===== src/rtl/next_pc_unit.sv =====
// Program-counter generator for the RV32I fetch stage: sequential stepping over a
// valid/ready fetch handshake, execute-stage redirects and misaligned-target trapping.
module next_pc_unit #(
  parameter int              XLEN         = 32,
  parameter logic [XLEN-1:0] RESET_VECTOR = '0,
  parameter logic [XLEN-1:0] TRAP_VECTOR  = XLEN'('h100),
  parameter int              IALIGN       = 4
) (
  input  logic            clk,
  input  logic            rst_n,
  output logic            fetch_valid,
  input  logic            fetch_ready,
  output logic [XLEN-1:0] fetch_pc,
  input  logic            stall,
  input  logic            redirect_valid,
  input  logic [1:0]      redirect_kind,
  input  logic            branch_taken,
  input  logic [XLEN-1:0] redirect_base,
  input  logic [XLEN-1:0] redirect_imm,
  output logic            misalign_trap,
  output logic [XLEN-1:0] misalign_addr,
  input  logic            trap_ack
);

  typedef enum logic [1:0] {
    BOOT = 2'd0,
    RUN  = 2'd1,
    TRAP = 2'd2
  } state_t;

  localparam logic [XLEN-1:0] STEP       = XLEN'(IALIGN);
  localparam logic [XLEN-1:0] ALIGN_MASK = XLEN'(IALIGN - 1);

  state_t          state_reg, state_next;
  logic [XLEN-1:0] pc_reg, pc_next;
  logic [XLEN-1:0] addr_reg, addr_next;
  logic [XLEN-1:0] target;
  logic            effective;
  logic            misaligned;

  // JALR drops target bit 0 before the alignment test; carry out of the add is lost.
  always_comb begin
    target = redirect_base + redirect_imm;
    if (redirect_kind == 2'b10) target[0] = 1'b0;
    effective = redirect_valid &&
                ((redirect_kind == 2'b01) || (redirect_kind == 2'b10) ||
                 ((redirect_kind == 2'b00) && branch_taken));
    misaligned = (target & ALIGN_MASK) != '0;
  end

  always_comb begin
    state_next    = state_reg;
    pc_next       = pc_reg;
    addr_next     = addr_reg;
    fetch_valid   = 1'b0;
    misalign_trap = 1'b0;
    case (state_reg)
      BOOT: state_next = RUN;
      RUN: begin
        fetch_valid = !stall;
        // Redirect outranks an accepted fetch; the accepted PC is simply dropped.
        if (effective && misaligned) begin
          state_next = TRAP;
          addr_next  = target;
        end else if (effective) begin
          pc_next = target;
        end else if (!stall && fetch_ready) begin
          pc_next = pc_reg + STEP;
        end
      end
      TRAP: begin
        misalign_trap = 1'b1;
        if (trap_ack) begin
          pc_next    = TRAP_VECTOR;
          state_next = RUN;
        end
      end
      default: state_next = BOOT;
    endcase
  end

  always_ff @(posedge clk) begin
    if (!rst_n) begin
      state_reg <= BOOT;
      pc_reg    <= RESET_VECTOR;
      addr_reg  <= '0;
    end else begin
      state_reg <= state_next;
      pc_reg    <= pc_next;
      addr_reg  <= addr_next;
    end
  end

  assign fetch_pc      = pc_reg;
  assign misalign_addr = addr_reg;

endmodule


===== config.mk =====
export PLATFORM = sky130hd
export DESIGN_NAME = next_pc_unit
export DESIGN_NICKNAME = d
export VERILOG_FILES = /design/src/rtl/next_pc_unit.sv
export SDC_FILE = /design/constraint.sdc
export NUM_CORES = 1
export LEC_CHECK = 0
export CAP_MARGIN = 20
export CORE_MARGIN = 3
export CORE_UTILIZATION = 47
export CTS_CLUSTER_SIZE = 8
export DETAILED_ROUTE_END_ITERATION = 16
export PLACE_DENSITY_LB_ADDON = 0.1
export REMOVE_ABC_BUFFERS = 1
export SLEW_MARGIN = 20
export SYNTH_ARGS = -nofsm -noshare
export SYNTH_HDL_FRONTEND = slang
export SYNTH_SLANG_ARGS = --single-unit

===== constraint.sdc =====
create_clock -name clk -period 3.22 [get_ports clk]
set_input_delay 0.322 -clock clk [delete_from_list [all_inputs] [get_ports clk]]
set_output_delay 0.322 -clock clk [all_outputs]
set_load 0.01 [all_outputs]

==> impl_metrics.toml <==
[setup_path]
reg2reg_setup_slack_ps = 640
rr_worst_depth = 10
cp.required_ps = 3430
end_kind = "flip-flop"
reg2reg_to = "fetch_pc[20]"
reg2reg_from = "fetch_pc[2]"
worst_ep_arrival_time_ps = 3210
worstSetupStartpointType = "input pin"
startpoint = "redirect_base[0]"
crit_path_max_fanout = 3
path_class = "in -> reg"

[timing]
fin_setup_tns_ps = 0
fmax_mhz = 333
slew_headroom_pct = 52.9
hold_violations = 0
final-setup-viol-count = 0
tightest_slew_ps = 706
clock_skew_ps = 6.93
finalCriticalPeriod_ps = 3010
period_share_pct = 93.3
drv_slew = 0
rsz0062_at_grt = "no"

[clock_tree]
clock_tree.buffer_depth = 2
post_cts_buffers = 0
clock-sinks = 66
path_clk_slew_ps = 70
cts_root_buffer = "clkbuf_8"
clock_latency_ps = 350
cts_inserted_buffers = 9
cts_tree = "built"
htreeDepth = 3

[min_path]
holdPathStages = 2
whs_endpoint = "misalign_addr[3]"
hp-start = "misalign_addr[3]"
min_path_type = "reg -> reg"

[power]
cellPowerDensity_nw_per_um2 = 385
cellLeakagePower_nw = 2.66
peakVddDrop_uv = 242
finalPower_w = 0.00264

[global_routing]
grt_usage_pct = 28.3
grt_pass1_wl_um = 27000
antenna_found_initial = 0
grt.overflow.total = 0
grt_max_degree = 39
grt_pass1_vias = 5661

[floorplan]
rows = 36
io_pins = 139
die_h_um = 109
fp.dieArea_sq_um = 11900
core_sq_um = 10000
fp.dieW_um = 109
initial_core_util_pct = 49.7

[placed_design]
dp_hpwl_um = 12700
portBuffers = 138
place.gp.congestion = 0.949
placed_area_sq_um = 6670

[job]
drv_cap = 0

[routing]
drc_errors = 0
ant_nets = 0
viasPerCell = 6.01
wirelength_um = 16700
drt-wirelength-per-cell_um = 17.1
dr.pass1.iters = 10
vias = 5856
initialDrtViolationCount = 447

[layout]
final_area_sq_um = 6860
diodes = 0
syn2layout_area_growth_pct = 37.4
nets = 951
fillers = 852
layout-drive-gt1-share_pct = 9.03

[status]
outcome = "completed"

[yosys]
async_flop_share_pct = 0
syn_avg_cell_area_sq_um = 7.37
ys_seq_area_share_pct = 26.5
synth_common_cells = "93 x nand2_1, 76 x a21oi_1, 74 x nor2_1, 66 x dfxtp_1, 47 x o21ai_0"
synth_edf_count = 0
ys_ff_latch = 66
synthesis.area_sq_um = 4990
synth_flop_cell = "dfxtp_1"
syn_inst = 678
synth_warnings = 0
synth_area_leader_cell = "dfxtp_1"
synth.most_common_cell = "nand2_1"
synthTopCellsByArea = "dfxtp_1 26%, ha_1 9.5%, a21oi_1 7.6%, nand2_1 7.0%, nor2_1 5.6%"
synth.distinct_cells = 65
synth.top_cell.area_share_pct = 26.5
## repair_timing
item,CTS,global route
setup endpoints to repair,0,8
gates resized for setup,0,3
hold buffers,0,0
## per-stage QoR
stage / util [%] / setup slack [ps] / hold WS, ps / instances
3_5_place_dp: 66.4 / -277 / 449 / 961
3_3_place_gp: 66.4 / -203 / 443 / 961
5_1_grt: 68.3 / 39.9 / 479 / 975
4_1_cts: 68.3 / 80.2 / 459 / 975
2_1_floorplan: - / 138 / 444 / 645
6_report: 68.3 / 215 / 459 / 975
## where the power goes
group          switching, W  internal, W  total, W
Clock              0.000321     0.000389  0.000710
Sequential        0.0000489     0.000865  0.000914
Combinational      0.000548     0.000473   0.00102
## cell usage in the layout, fill, tap and decap left out, types with 19 or more instances in the layout
master | Yosys | layout
a21oi_1 | 76 | 76
buf_4 | 3 | 45
clkdlybuf4s50_1 | 0 | 138
dfxtp_1 | 66 | 66
ha_1 | 38 | 38
nand2_1 | 93 | 93
nand3_1 | 27 | 27
nor2_1 | 74 | 74
nor3_1 | 20 | 19
o21ai_0 | 47 | 45
## metal layers
layer  vias to the layer above  global-route usage (%)  part of all wire (%)
li1                       2768                       -                     -
met1                      2751                    35.9                    42
met2                       301                    47.5                    48
met3                        36                    6.10                   8.8
met4                         0                    9.38                   2.0
met5                         -                       0                     0
## how the worst max path moves through the flow
stage / endpoint / slack [ps] / cells past startpoint
5_1_grt: fetch_pc[23] / 40 / 12
3_3_place_gp: fetch_pc[30] / -200 / 13
4_1_cts: fetch_pc[30] / 80 / 13
2_1_floorplan: fetch_pc[28] / 140 / 11
6_report: fetch_pc[30] / 210 / 13
3_5_place_dp: fetch_pc[30] / -280 / 13
## worst max-delay path: stages
cell	delay [ps]
clkdlybuf4s50_1	400
ha_1	230
fa_1	390
a21oi_1	210
o21ai_1	170
a211oi_2	270
nor3_2	120
nor4_2	250
o31ai_2	170
a311oi_1	280
buf_4	160
xor2_1	150
o22ai_1	90
## layout make-up
type / count / area [sq um] / area share [%]
Tap cell: 133 / 166 / 2.43
Clock inverter: 3 / 40.0 / 0.584
Clock buffer: 11 / 151 / 2.21
Sequential cell: 66 / 1320 / 19.3
Timing Repair Buffer: 183 / 1720 / 25.1
Inverter: 13 / 48.8 / 0.711
Multi-Input combinational cell: 566 / 3410 / 49.8
## kinds of logic (layout without fill, tap and decap cells)
family          Yosys count  in the layout  synth area share, %
xor+xnor                 31             31                 5.44
compound gates          208            208                 25.2
mux                       4              4                0.802
flops                    66             66                 26.5
buf+inv                  46            210                 5.26
fa+ha+maj                39             39                 9.92
simple gates            284            284                 27.0
(Power assumes the default switching activity.)
